### config.mk
export PLATFORM = sky130hd
export DESIGN_NAME = fruit_sort_collector
export DESIGN_NICKNAME = d
export VERILOG_FILES = /design/src/rtl/fruit_pkg.sv /design/src/rtl/frame_edge_det.sv /design/src/rtl/fruit_sort_collector.sv
export SDC_FILE = /design/constraint.sdc
export NUM_CORES = 1
export LEC_CHECK = 0
export CORE_AREA = 2 2 110 112
export DETAILED_ROUTE_END_ITERATION = 10
export DIE_AREA = 0 0 112 114
export MAX_ROUTING_LAYER = met4
export PLACE_DENSITY = 0.48
export RECOVER_POWER = 50
export REMOVE_ABC_BUFFERS = 1
export SLEW_MARGIN = 0
export SYNTH_ARGS = -nofsm -noshare
export SYNTH_HDL_FRONTEND = slang
export SYNTH_SLANG_ARGS = --single-unit
### constraint.sdc
create_clock -name pixelclk -period 1.9 [get_ports pixelclk]
set_input_delay 0.38 -clock pixelclk [delete_from_list [all_inputs] [get_ports pixelclk]]
set_output_delay 0.38 -clock pixelclk [all_outputs]
set_load 0.01 [all_outputs]
### src/rtl/fruit_pkg.sv
// Shared fruit-class definitions for the classifier, the collector and the tally block.
// Also holds the slot layout and the collector state encodings.
package fruit_pkg;

    localparam int CLASS_W = 4;
    localparam logic [CLASS_W-1:0] CLASS_NONE = 4'd0;

    localparam logic [CLASS_W-1:0] FRUIT_APPLE  = 4'd1;
    localparam logic [CLASS_W-1:0] FRUIT_BANANA = 4'd2;
    localparam logic [CLASS_W-1:0] FRUIT_ORANGE = 4'd3;
    localparam logic [CLASS_W-1:0] FRUIT_LEMON  = 4'd4;
    localparam logic [CLASS_W-1:0] FRUIT_PEAR   = 4'd5;
    localparam logic [CLASS_W-1:0] FRUIT_PLUM   = 4'd6;
    localparam logic [CLASS_W-1:0] FRUIT_KIWI   = 4'd7;
    localparam logic [CLASS_W-1:0] FRUIT_MANGO  = 4'd8;
    localparam logic [CLASS_W-1:0] FRUIT_GRAPE  = 4'd9;

    localparam int NSLOT = 4;
    localparam int STABLE_MAX = 15;

    typedef logic [NSLOT-1:0][CLASS_W-1:0] slot_set_t;

    typedef enum logic [1:0] {
        WAIT_SYNC = 2'd0,
        COLLECT   = 2'd1,
        COMMIT    = 2'd2
    } fsm_state_t;

    function automatic logic [3:0] sat_inc(input logic [3:0] v);
        return (v == 4'(STABLE_MAX)) ? v : v + 4'd1;
    endfunction

endpackage

### src/rtl/frame_edge_det.sv
// Normalises vsync polarity and emits a one-cycle pulse when vsync becomes active.
// The pulse is combinational in the cycle the active level is first seen.
module frame_edge_det #(
    parameter bit VS_POL = 1'b1
) (
    input  logic pixelclk,
    input  logic rstin,
    input  logic vsync_in,
    output logic fe
);

    logic vs_n;
    logic vs_d;

    assign vs_n = ~(vsync_in ^ VS_POL);

    always_ff @(posedge pixelclk or negedge rstin) begin
        if (!rstin) begin
            vs_d <= 1'b0;
        end else begin
            vs_d <= vs_n;
        end
    end

    assign fe = vs_n & ~vs_d;

endmodule

### src/rtl/fruit_sort_collector.sv
// Packs per-frame fruit class codes into four gap-free slots and publishes a set once
// it has repeated for STABLE_FRAMES consecutive frames.
//
// state     | meaning
// WAIT_SYNC | after reset; partial frame, objects ignored until first frame edge
// COLLECT   | filling slots; frame edge snapshots slots into cand
// COMMIT    | one cycle: compare cand with previous set, maybe publish
module fruit_sort_collector
    import fruit_pkg::*;
#(
    parameter int STABLE_FRAMES = 3,
    parameter bit VS_POL        = 1'b1
) (
    input  logic               pixelclk,
    input  logic               rstin,
    input  logic               vsync_in,
    input  logic               obj_valid,
    input  logic [CLASS_W-1:0] obj_class,
    output logic [CLASS_W-1:0] sort,
    output logic [CLASS_W-1:0] sort1,
    output logic [CLASS_W-1:0] sort2,
    output logic [CLASS_W-1:0] sort3,
    output logic               update,
    output logic               overflow
);

    localparam logic [2:0] PTR_FULL  = 3'(NSLOT);
    localparam logic [3:0] STABLE_TC = 4'(STABLE_FRAMES);

    fsm_state_t state;
    fsm_state_t state_nxt;

    logic       fe;
    logic       fe_pend;
    logic       close;
    logic       obj_ok;

    slot_set_t  slots;
    logic [2:0] wr_ptr;
    logic       frame_ovf;

    slot_set_t  cand;
    logic       cand_ovf;
    slot_set_t  prev;
    logic [3:0] stable_cnt;
    logic       cand_match;
    logic [3:0] cnt_nxt;
    logic       publish;

    frame_edge_det #(
        .VS_POL (VS_POL)
    ) u_frame_edge_det (
        .pixelclk (pixelclk),
        .rstin    (rstin),
        .vsync_in (vsync_in),
        .fe       (fe)
    );

    // An edge landing in COMMIT is deferred and closes the frame on the next cycle.
    assign close  = (state == COLLECT) && (fe || fe_pend);
    assign obj_ok = obj_valid && (obj_class != CLASS_NONE);

    always_ff @(posedge pixelclk or negedge rstin) begin
        if (!rstin) begin
            state <= WAIT_SYNC;
        end else begin
            state <= state_nxt;
        end
    end

    always_comb begin
        state_nxt = state;
        case (state)
            WAIT_SYNC: if (fe) state_nxt = COLLECT;
            COLLECT:   if (close) state_nxt = COMMIT;
            COMMIT:    state_nxt = COLLECT;
            default:   state_nxt = WAIT_SYNC;
        endcase
    end

    always_ff @(posedge pixelclk or negedge rstin) begin
        if (!rstin) begin
            fe_pend <= 1'b0;
        end else begin
            fe_pend <= (state == COMMIT) && fe;
        end
    end

    always_ff @(posedge pixelclk or negedge rstin) begin
        if (!rstin) begin
            slots     <= '0;
            wr_ptr    <= 3'd0;
            frame_ovf <= 1'b0;
            cand      <= '0;
            cand_ovf  <= 1'b0;
        end else if (state == WAIT_SYNC) begin
            if (fe) begin
                slots     <= '0;
                wr_ptr    <= 3'd0;
                frame_ovf <= 1'b0;
            end
        end else if (close) begin
            cand      <= slots;
            cand_ovf  <= frame_ovf;
            slots     <= '0;
            frame_ovf <= 1'b0;
            // An object in the edge cycle already belongs to the new frame.
            if (obj_ok) begin
                slots[0] <= obj_class;
                wr_ptr   <= 3'd1;
            end else begin
                wr_ptr   <= 3'd0;
            end
        end else if (obj_ok) begin
            if (wr_ptr != PTR_FULL) begin
                slots[wr_ptr[1:0]] <= obj_class;
                wr_ptr             <= wr_ptr + 3'd1;
            end else begin
                frame_ovf <= 1'b1;
            end
        end
    end

    assign cand_match = (cand == prev);
    assign cnt_nxt    = cand_match ? sat_inc(stable_cnt) : 4'd1;
    // A saturated run keeps cnt_nxt == stable_cnt; only the first arrival publishes.
    assign publish    = (state == COMMIT) && (cnt_nxt == STABLE_TC) &&
                        !(cand_match && (stable_cnt == STABLE_TC));

    always_ff @(posedge pixelclk or negedge rstin) begin
        if (!rstin) begin
            prev       <= '0;
            stable_cnt <= 4'd0;
            sort       <= CLASS_NONE;
            sort1      <= CLASS_NONE;
            sort2      <= CLASS_NONE;
            sort3      <= CLASS_NONE;
            overflow   <= 1'b0;
            update     <= 1'b0;
        end else begin
            update <= 1'b0;
            if (state == COMMIT) begin
                stable_cnt <= cnt_nxt;
                if (!cand_match) begin
                    prev <= cand;
                end
                if (publish) begin
                    sort     <= cand[0];
                    sort1    <= cand[1];
                    sort2    <= cand[2];
                    sort3    <= cand[3];
                    overflow <= cand_ovf;
                    update   <= 1'b1;
                end
            end
        end
    end

endmodule

==> impl_results.html, run 1 <==
<table>
<tr><th>Metric</th><th>Value</th></tr>
<tr><th colspan="2">Critical path</th></tr>
<tr><td>Series of cell instances along the critical path</td><td>xnor2_2 &gt; nand4_1 &gt; nor4_4 &gt; and3_4 &gt; clkbuf_16 &gt; mux2_4</td></tr>
<tr><td>Cell family with the largest share of critical-path delay</td><td>simple AND/OR/NAND/NOR gates</td></tr>
<tr><td>Buffers &amp; Inverters on Critical Path</td><td>1</td></tr>
<tr><td>CP max stage cell</td><td>dfrtp_1</td></tr>
<tr><td>Crit path launch type</td><td>flop</td></tr>
<tr><td>Crit path largest cell delay</td><td>0.40 ns</td></tr>
<tr><td>Endpoint arrival time on the critical path</td><td>2.20 ns</td></tr>
<tr><td>Worst reg2reg setup slack</td><td>-0.07 ns</td></tr>
<tr><td>Crit path kind</td><td>reg -&gt; reg</td></tr>
<tr><td>Data required time at the worst endpoint</td><td>2.12 ns</td></tr>
<tr><td>Reg2reg path depth</td><td>6</td></tr>
<tr><td>Highest net fanout along the worst path</td><td>5</td></tr>
<tr><td>CP endpoint kind</td><td>flop</td></tr>
<tr><td>R2R Path End</td><td>sort2[1]</td></tr>
<tr><td>Startpoint of the worst register-to-register path</td><td>cand[7]</td></tr>
<tr><th colspan="2">Finish</th></tr>
<tr><td>Filler cells</td><td>1134</td></tr>
<tr><td>Storage cell area</td><td>1980 um^2</td></tr>
<tr><td>Utilization after layout</td><td>0.397</td></tr>
<tr><td>Most frequent cells in the layout</td><td>79 x dfrtp_1, 43 x buf_4, 34 x mux2_2, 21 x clkdlybuf4s50_1, 17 x mux2_4</td></tr>
<tr><td>Layout cells sized above 1</td><td>0.380</td></tr>
<tr><td>P&amp;R area growth vs syn</td><td>36.4%</td></tr>
<tr><td>Final instance area</td><td>4650 um^2</td></tr>
<tr><td>Area taken by multi-input logic gates</td><td>1460 um^2</td></tr>
<tr><td>Number of nets in the layout</td><td>346</td></tr>
<tr><td>Diodes inserted</td><td>0</td></tr>
<tr><td>Number of cells in the finished layout apart from fillers</td><td>484</td></tr>
<tr><td>Leading cell type in the layout, fill and taps excluded</td><td>dfrtp_1</td></tr>
<tr><th colspan="2">STA</th></tr>
<tr><td>Ratio of final minimum period to clock period</td><td>1.04</td></tr>
<tr><td>Actual transition at the worst max-transition pin</td><td>0.776 ns</td></tr>
<tr><td>Normalized max-slew margin</td><td>0.483</td></tr>
<tr><td>Final-report max-slew violation count</td><td>0</td></tr>
<tr><td>Final count of negative-setup-slack endpoints</td><td>17</td></tr>
<tr><td>RSZ-0062 raised after global routing</td><td>yes</td></tr>
<tr><td>Hold violation count in the final report</td><td>0</td></tr>
<tr><td>Fmax</td><td>0.507 GHz</td></tr>
<tr><td>Fin Clk Skew</td><td>0.00544 ns</td></tr>
<tr><td>Worst path setup slack after routing</td><td>-0.0735 ns</td></tr>
<tr><td>Minimum clock period after layout</td><td>1.97 ns</td></tr>
<tr><th colspan="2">Clock network</th></tr>
<tr><td>Clk Latency, worst-skew pair</td><td>0.34 ns</td></tr>
<tr><td>Level count of the clock H-tree</td><td>3</td></tr>
<tr><td>Clock slew at reported path FFs</td><td>0.06 ns</td></tr>
<tr><td>TritonCTS clock tree</td><td>done</td></tr>
<tr><td>Number of buffers between clock root and the deepest sink</td><td>2</td></tr>
<tr><td>CTS Root Cell</td><td>clkbuf_16</td></tr>
<tr><td>Num CTS Buffers</td><td>9</td></tr>
<tr><td>Sinks on Clock Net</td><td>79</td></tr>
<tr><th colspan="2">Routing</th></tr>
<tr><td>Detailed-route vias per instance</td><td>4.55</td></tr>
<tr><td>Detailed Route WL</td><td>7470 um</td></tr>
<tr><td>Count of vias placed by the detailed router</td><td>2204</td></tr>
<tr><td>DRC viols</td><td>0</td></tr>
<tr><td>Router iterations before antenna repair</td><td>4</td></tr>
<tr><td>Iteration-0 DRC count of the detailed router</td><td>63</td></tr>
<tr><td>Final antenna-violating net count</td><td>0</td></tr>
<tr><td>Routed len/inst</td><td>15.4 um</td></tr>
<tr><th colspan="2">Pwr</th></tr>
<tr><td>Worst vdd ir</td><td>0.545 mV</td></tr>
<tr><td>Part of the power in the clock network</td><td>0.276</td></tr>
<tr><td>Switching share of total power</td><td>0.306</td></tr>
<tr><td>Overall power of the completed layout</td><td>6090 uW</td></tr>
<tr><td>Static leakage</td><td>0.00215 uW</td></tr>
<tr><td>Switching component of the power</td><td>1860 uW</td></tr>
<tr><td>Comb power frac</td><td>0.332</td></tr>
<tr><td>Power Internal</td><td>4220 uW</td></tr>
<tr><td>Power per cell area</td><td>1310 nW/um^2</td></tr>
<tr><td>Part of the total power dissipated in sequential elements</td><td>0.392</td></tr>
<tr><th colspan="2">Worst hold path</th></tr>
<tr><td>HP Class</td><td>reg -&gt; reg</td></tr>
<tr><td>Source of the worst hold timing path</td><td>slots[14]</td></tr>
<tr><td>Endpoint of the worst hold path</td><td>slots[14]</td></tr>
<tr><td>Hold Path Stages</td><td>1</td></tr>
<tr><th colspan="2">Global routing</th></tr>
<tr><td>Initial antenna violation count</td><td>0</td></tr>
<tr><td>Total global routing overflow</td><td>0</td></tr>
<tr><td>Vias in the first global route</td><td>2317</td></tr>
<tr><td>Total global-route track usage</td><td>0.129</td></tr>
<tr><td>Pin count of the biggest net entering global routing</td><td>36</td></tr>
<tr><td>Global-route wire length before repair</td><td>12200 um</td></tr>
<tr><th colspan="2">Floorplan</th></tr>
<tr><td>Die height</td><td>114 um</td></tr>
<tr><td>Core region area</td><td>11700 um^2</td></tr>
<tr><td>IO Pins</td><td>26</td></tr>
<tr><td>Placement Rows</td><td>40</td></tr>
<tr><td>Floorplan die area</td><td>12800 um^2</td></tr>
<tr><td>Die width</td><td>112 um</td></tr>
<tr><td>Initial cell density of the core</td><td>0.291</td></tr>
<tr><th colspan="2">Placement</th></tr>
<tr><td>Half-perimeter wire length after placement</td><td>5100 um</td></tr>
<tr><td>Port buffer count</td><td>25</td></tr>
<tr><td>Routability-driven placement congestion ratio</td><td>0.777</td></tr>
<tr><td>Post-DP Area</td><td>4200 um^2</td></tr>
<tr><td>Worst slack after detailed placement</td><td>-0.320 ns</td></tr>
<tr><td>Total instance count after detailed placement</td><td>461</td></tr>
<tr><th colspan="2">Run status</th></tr>
<tr><td>Result of the run</td><td>finished with violations</td></tr>
<tr><td>Violated checks</td><td>setup timing</td></tr>
<tr><th colspan="2">Run</th></tr>
<tr><td>Maximum Capacitance Violations</td><td>0</td></tr>
<tr><th colspan="2">Synthesis</th></tr>
<tr><td>Number of flops mapped to enable cells by yosys</td><td>0</td></tr>
<tr><td>Synthesized flop and latch total</td><td>79</td></tr>
<tr><td>Average cell area after synthesis</td><td>13.8 um^2</td></tr>
<tr><td>Share of synthesized flip-flops with an asynchronous set or reset</td><td>1.00</td></tr>
<tr><td>Yosys cell types</td><td>39</td></tr>
<tr><td>Mapped Cells</td><td>247</td></tr>
<tr><td>Sequential element share of the synthesized area</td><td>0.580</td></tr>
<tr><td>Number of synthesis warnings</td><td>0</td></tr>
<tr><td>Top FF cell, synth</td><td>dfrtp_1</td></tr>
<tr><td>Cell area after technology mapping</td><td>3410 um^2</td></tr>
</table>
==> registers in the layout, indices dropped and copies added, names as in the netlist, 2 cells and up <==
register and flops:
sort3 4, slots 16, wr_ptr 3, sort 4, stable_cnt 4, sort2 4
cand 16, sort1 4, prev 16, state 2
==> worst reg2reg max path, delay by kind of cell (launching register included) <==
family	cells	cell delay [ns]
AND/OR/NAND/NOR	3	0.81
flip-flops	1	0.40
multiplexers	1	0.29
XOR/XNOR	1	0.17
buffers and inverters	1	0.17
==> worst max-delay path by stage <==
stage            startpoint         to  slack (ns)  depth (start not counted)
2_1_floorplan       cand[0]   sort1[0]       -0.38                          5
3_3_place_gp   obj_class[0]  wr_ptr[2]       -0.31                          6
3_5_place_dp        prev[1]   sort2[0]       -0.32                          6
4_1_cts             prev[1]   sort2[2]       -0.07                          6
5_1_grt             cand[7]   sort3[2]       -0.14                          6
6_report            cand[7]   sort2[1]       -0.07                          6
==> Yosys cell counts (3+ instances only) <==
cell	instances	area (um^2)
xnor2_1	17	149
a21oi_1	4	20.0
a22o_1	14	123
nand2b_1	5	31.3
mux2i_1	3	30.0
nor2_1	11	41.3
dfrtp_1	79	1980
and3_1	4	25.0
o22ai_1	6	37.5
ha_1	5	62.6
nand2_1	12	45.0
inv_1	4	15.0
mux2_2	42	473
mux2_4	9	135
nand4_1	4	25.0
==> power groups by stage <==
stage	Sequential [uW]	Combinational, uW	Clock (uW)
floorplan	2380	1110	0
global placement	2400	1900	0
detailed placement	2410	1920	0
CTS	2380	2000	1720
global route	2450	2210	1790
finish	2380	2020	1680
==> layout make-up <==
| type | instances | share of cell area |
|---|---|---|
| sequential | 79 | 0.425 |
| multi-input combinational | 159 | 0.313 |
| timing repair buffer | 79 | 0.158 |
| clock buffer | 12 | 0.0508 |
| tap | 147 | 0.0395 |
| clock inverter | 3 | 0.00969 |
| inverter | 5 | 0.00404 |
==> per-stage QoR <==
stage          hold WS (ns)  setup TNS, ns
5_1_grt               0.519          -4.44
6_report              0.505          -1.03
2_1_floorplan        0.0844          -5.92
3_3_place_gp          0.348         -13.83
3_5_place_dp          0.349         -15.16
4_1_cts               0.507         -0.622
==> cells by family (layout without fill, tap and decap cells) <==
logic type,Yosys count,in the layout,synth area share
muxes,54,54,0.187
AOI/OAI and AO/OA,36,36,0.0782
DFF,79,79,0.580
and+or+nand+nor,47,47,0.0752
adders and majority gates,5,5,0.0183
buffers and inverters,9,99,0.0176
xor gates and xnor gates,17,17,0.0437
==> repair_timing <==
item,in CTS,in global routing
resized for setup,10,12
hold buffers,1,0
gates cloned,0,1
endpoints found under the setup margin,39,42
hold endpoints to repair,28,0
setup buffers,5,1
pin swaps,4,10
==> metal layers <==
layer  global-route usage  vias to the layer above  wire length, um
met4               0.0537                        0              140
met5                    -                        -                0
li1                     -                     1066                -
met1                0.173                     1101             3680
met3               0.0313                       10              189
met2                0.189                       27             3460
(Power assumes the default switching activity.)
==> inputs of run 2 (changes only) <==
GPL_ROUTABILITY_DRIVEN = 0   (was default)
PLACE_DENSITY = 0.46   (was 0.48)
clock period = 2.3 ns   (was 1.9 ns; I/O delays follow)
==> run 2 against run 1 <==
The run ends with capacitance limit, slew limit left. Design area down 8.6%. Via count down 6.3%. Critical path type unchanged. Flip-flop and latch count unchanged. Clock skew about the same. Clock power down 21%. Register-to-register slack better by 0.25 ns. Wire length down 8.5%. Critical path depth unchanged. First-iteration DRC count up 54%. Cell count down 6.6%. Count of clock-buffer cells in the layout down 2. Largest cell class unchanged.
==> impl_results.html, run 2 (synthesis results as in run 1) <==
<table>
<tr><th>Metric</th><th>Value</th></tr>
<tr><th colspan="2">Clock network</th></tr>
<tr><td>Level count of the clock H-tree</td><td>3</td></tr>
<tr><td>Num CTS Buffers</td><td>9</td></tr>
<tr><td>Number of buffers between clock root and the deepest sink</td><td>2</td></tr>
<tr><td>TritonCTS clock tree</td><td>done</td></tr>
<tr><td>Clk Latency, worst-skew pair</td><td>0.33 ns</td></tr>
<tr><td>Clock slew at reported path FFs</td><td>0.06 ns</td></tr>
<tr><td>Sinks on Clock Net</td><td>79</td></tr>
<tr><td>CTS Hold Buffers Added</td><td>0</td></tr>
<tr><td>CTS Root Cell</td><td>clkbuf_16</td></tr>
<tr><th colspan="2">STA</th></tr>
<tr><td>Final count of negative-setup-slack endpoints</td><td>0</td></tr>
<tr><td>Ratio of final minimum period to clock period</td><td>0.922</td></tr>
<tr><td>Fmax</td><td>0.472 GHz</td></tr>
<tr><td>Total negative setup slack</td><td>0 ns</td></tr>
<tr><td>Normalized max-slew margin</td><td>-0.219</td></tr>
<tr><td>Final hold slack</td><td>0.499 ns</td></tr>
<tr><td>Hold violation count in the final report</td><td>0</td></tr>
<tr><td>Final-report max-slew violation count</td><td>34</td></tr>
<tr><td>Actual transition at the worst max-transition pin</td><td>1.83 ns</td></tr>
<tr><td>Worst path setup slack after routing</td><td>0.180 ns</td></tr>
<tr><td>Minimum clock period after layout</td><td>2.12 ns</td></tr>
<tr><td>Fin Clk Skew</td><td>0.00540 ns</td></tr>
<tr><td>RSZ-0062 raised after global routing</td><td>no</td></tr>
<tr><th colspan="2">Finish</th></tr>
<tr><td>Area taken by multi-input logic gates</td><td>1380 um^2</td></tr>
<tr><td>Layout cells sized above 1</td><td>0.302</td></tr>
<tr><td>Number of nets in the layout</td><td>313</td></tr>
<tr><td>Filler cells</td><td>1197</td></tr>
<tr><td>P&amp;R area growth vs syn</td><td>24.7%</td></tr>
<tr><td>Diodes inserted</td><td>0</td></tr>
<tr><td>Registers with the most flip-flops</td><td>cand x16, prev x16, slots x16</td></tr>
<tr><td>Most frequent cells in the layout</td><td>79 x dfrtp_1, 42 x mux2_2, 19 x clkdlybuf4s50_1, 19 x buf_4, 17 x xnor2_1</td></tr>
<tr><td>Storage cell area</td><td>1980 um^2</td></tr>
<tr><td>Final instance area</td><td>4250 um^2</td></tr>
<tr><td>Leading cell type in the layout, fill and taps excluded</td><td>dfrtp_1</td></tr>
<tr><th colspan="2">Routing</th></tr>
<tr><td>Detailed Route WL</td><td>6830 um</td></tr>
<tr><td>Final antenna-violating net count</td><td>0</td></tr>
<tr><td>Wire length on met1</td><td>3410 um</td></tr>
<tr><td>Detailed-route vias per instance</td><td>4.57</td></tr>
<tr><td>Wire length on met3</td><td>120 um</td></tr>
<tr><td>Routed len/inst</td><td>15.1 um</td></tr>
<tr><td>Count of vias placed by the detailed router</td><td>2066</td></tr>
<tr><td>Detailed-routed wire length on met2</td><td>3140 um</td></tr>
<tr><td>Iteration-0 DRC count of the detailed router</td><td>97</td></tr>
<tr><td>Router iterations before antenna repair</td><td>4</td></tr>
<tr><td>DRC viols</td><td>0</td></tr>
<tr><td>Highest metal layer with signal wires</td><td>met4</td></tr>
<tr><th colspan="2">Placement</th></tr>
<tr><td>Worst slack after detailed placement</td><td>-0.0891 ns</td></tr>
<tr><td>Half-perimeter wire length after placement</td><td>4710 um</td></tr>
<tr><td>Post-DP Area</td><td>3980 um^2</td></tr>
<tr><td>Port buffer count</td><td>25</td></tr>
<tr><th colspan="2">Floorplan</th></tr>
<tr><td>Floorplan die area</td><td>12800 um^2</td></tr>
<tr><td>Placement Rows</td><td>40</td></tr>
<tr><td>Die height</td><td>114 um</td></tr>
<tr><td>Core region area</td><td>11700 um^2</td></tr>
<tr><td>Initial cell density of the core</td><td>0.291</td></tr>
<tr><td>Die width</td><td>112 um</td></tr>
<tr><td>IO Pins</td><td>26</td></tr>
<tr><th colspan="2">Pwr</th></tr>
<tr><td>Power Internal</td><td>3190 uW</td></tr>
<tr><td>Worst vdd ir</td><td>0.442 mV</td></tr>
<tr><td>Part of the total power dissipated in sequential elements</td><td>0.430</td></tr>
<tr><td>Static leakage</td><td>0.00195 uW</td></tr>
<tr><td>Switching component of the power</td><td>1480 uW</td></tr>
<tr><td>Part of the power in the clock network</td><td>0.283</td></tr>
<tr><td>Comb power frac</td><td>0.287</td></tr>
<tr><td>Switching share of total power</td><td>0.317</td></tr>
<tr><td>Power per cell area</td><td>1100 nW/um^2</td></tr>
<tr><td>Overall power of the completed layout</td><td>4670 uW</td></tr>
<tr><th colspan="2">Global routing</th></tr>
<tr><td>Global-route wire length before repair</td><td>11400 um</td></tr>
<tr><td>Vias in the first global route</td><td>2166</td></tr>
<tr><td>Total global routing overflow</td><td>0</td></tr>
<tr><td>Pin count of the biggest net entering global routing</td><td>48</td></tr>
<tr><td>Total global-route track usage</td><td>0.120</td></tr>
<tr><td>Initial antenna violation count</td><td>0</td></tr>
<tr><th colspan="2">Run status</th></tr>
<tr><td>Violated checks</td><td>capacitance limit, slew limit</td></tr>
<tr><td>Result of the run</td><td>finished with violations</td></tr>
<tr><th colspan="2">Critical path</th></tr>
<tr><td>Cell family with the largest share of critical-path delay</td><td>simple AND/OR/NAND/NOR gates</td></tr>
<tr><td>Buffers &amp; Inverters on Critical Path</td><td>1</td></tr>
<tr><td>Series of cell instances along the critical path</td><td>xnor2_1 &gt; nand4_1 &gt; nor4_4 &gt; and3_1 &gt; buf_12 &gt; mux2_2</td></tr>
<tr><td>Crit path largest cell delay</td><td>0.42 ns</td></tr>
<tr><td>Data required time at the worst endpoint</td><td>2.52 ns</td></tr>
<tr><td>Startpoint of the worst register-to-register path</td><td>cand[9]</td></tr>
<tr><td>Crit path kind</td><td>reg -&gt; reg</td></tr>
<tr><td>Launching instance or port of the critical path</td><td>cand[9]</td></tr>
<tr><td>CP endpoint kind</td><td>flop</td></tr>
<tr><td>Crit path launch type</td><td>flop</td></tr>
<tr><td>Endpoint arrival time on the critical path</td><td>2.34 ns</td></tr>
<tr><td>CP max stage cell</td><td>nor4_4</td></tr>
<tr><td>Highest net fanout along the worst path</td><td>18</td></tr>
<tr><th colspan="2">Run</th></tr>
<tr><td>Maximum Capacitance Violations</td><td>1</td></tr>
<tr><th colspan="2">Worst hold path</th></tr>
<tr><td>Source of the worst hold timing path</td><td>slots[12]</td></tr>
<tr><td>HP Class</td><td>reg -&gt; reg</td></tr>
</table>
==> run 2: changes by cell type in the layout (fill, tap and decap cells not counted), sizes merged <==
cell           previous run  this run
buf                      49        21
bufinv                    1         0
clkbuf                   17        11
clkdlybuf4s50            21        19
clkinv                    0         6
clkinvlp                  2         1
dlygate4sd3               2         5
dlymetal6s2s              2         0
inv                       5         4
==> run 2: layout make-up <==
class,count,area share
Tap cell,147,0.0433
Multi-Input combinational cell,159,0.324
Sequential cell,79,0.465
Clock inverter,6,0.00854
Inverter,5,0.00442
Timing Repair Buffer,46,0.0983
Clock buffer,10,0.0562
==> run 2: metrics by stage <==
stage	utilization	std cells
floorplan	-	243
global placement	0.339	435
global route	0.363	452
finish	0.363	452
CTS	0.363	451
detailed placement	0.339	435
==> run 2: final timing paths <==
check / cells past startpoint / endpoint / slack (ns)
hold / removal: 1 / slots[12] / 0.50
setup reg to reg: 6 / sort3[0] / 0.18
setup / recovery: 6 / sort3[0] / 0.18
max in group asynchronous: 2 / stable_cnt[1] / 0.48
hold reg to reg: 1 / slots[12] / 0.50
min in group asynchronous: 1 / update / 0.61
==> run 2: timing repair <==
action / in CTS / in global routing
buffers inserted: 0 / 1
gates resized for setup: 0 / 1
endpoints found under the hold margin: 0 / 0
endpoints found under the setup margin: 0 / 31
==> run 2: per-layer routing <==
| metal | up-vias | GRT usage |
|---|---|---|
| met4 | 0 | 0.0610 |
| met3 | 10 | 0.0191 |
| met5 | - | - |
| met1 | 1026 | 0.160 |
| met2 | 20 | 0.179 |
| li1 | 1010 | - |
==> run 2: power groups by stage <==
stage	combinational (uW)	clock (uW)	sequential (uW)
detailed placement	1340	0	2040
global placement	1330	0	2040
finish	1340	1320	2010
floorplan	919	0	1970
CTS	1350	1370	2020
global route	1480	1420	2070
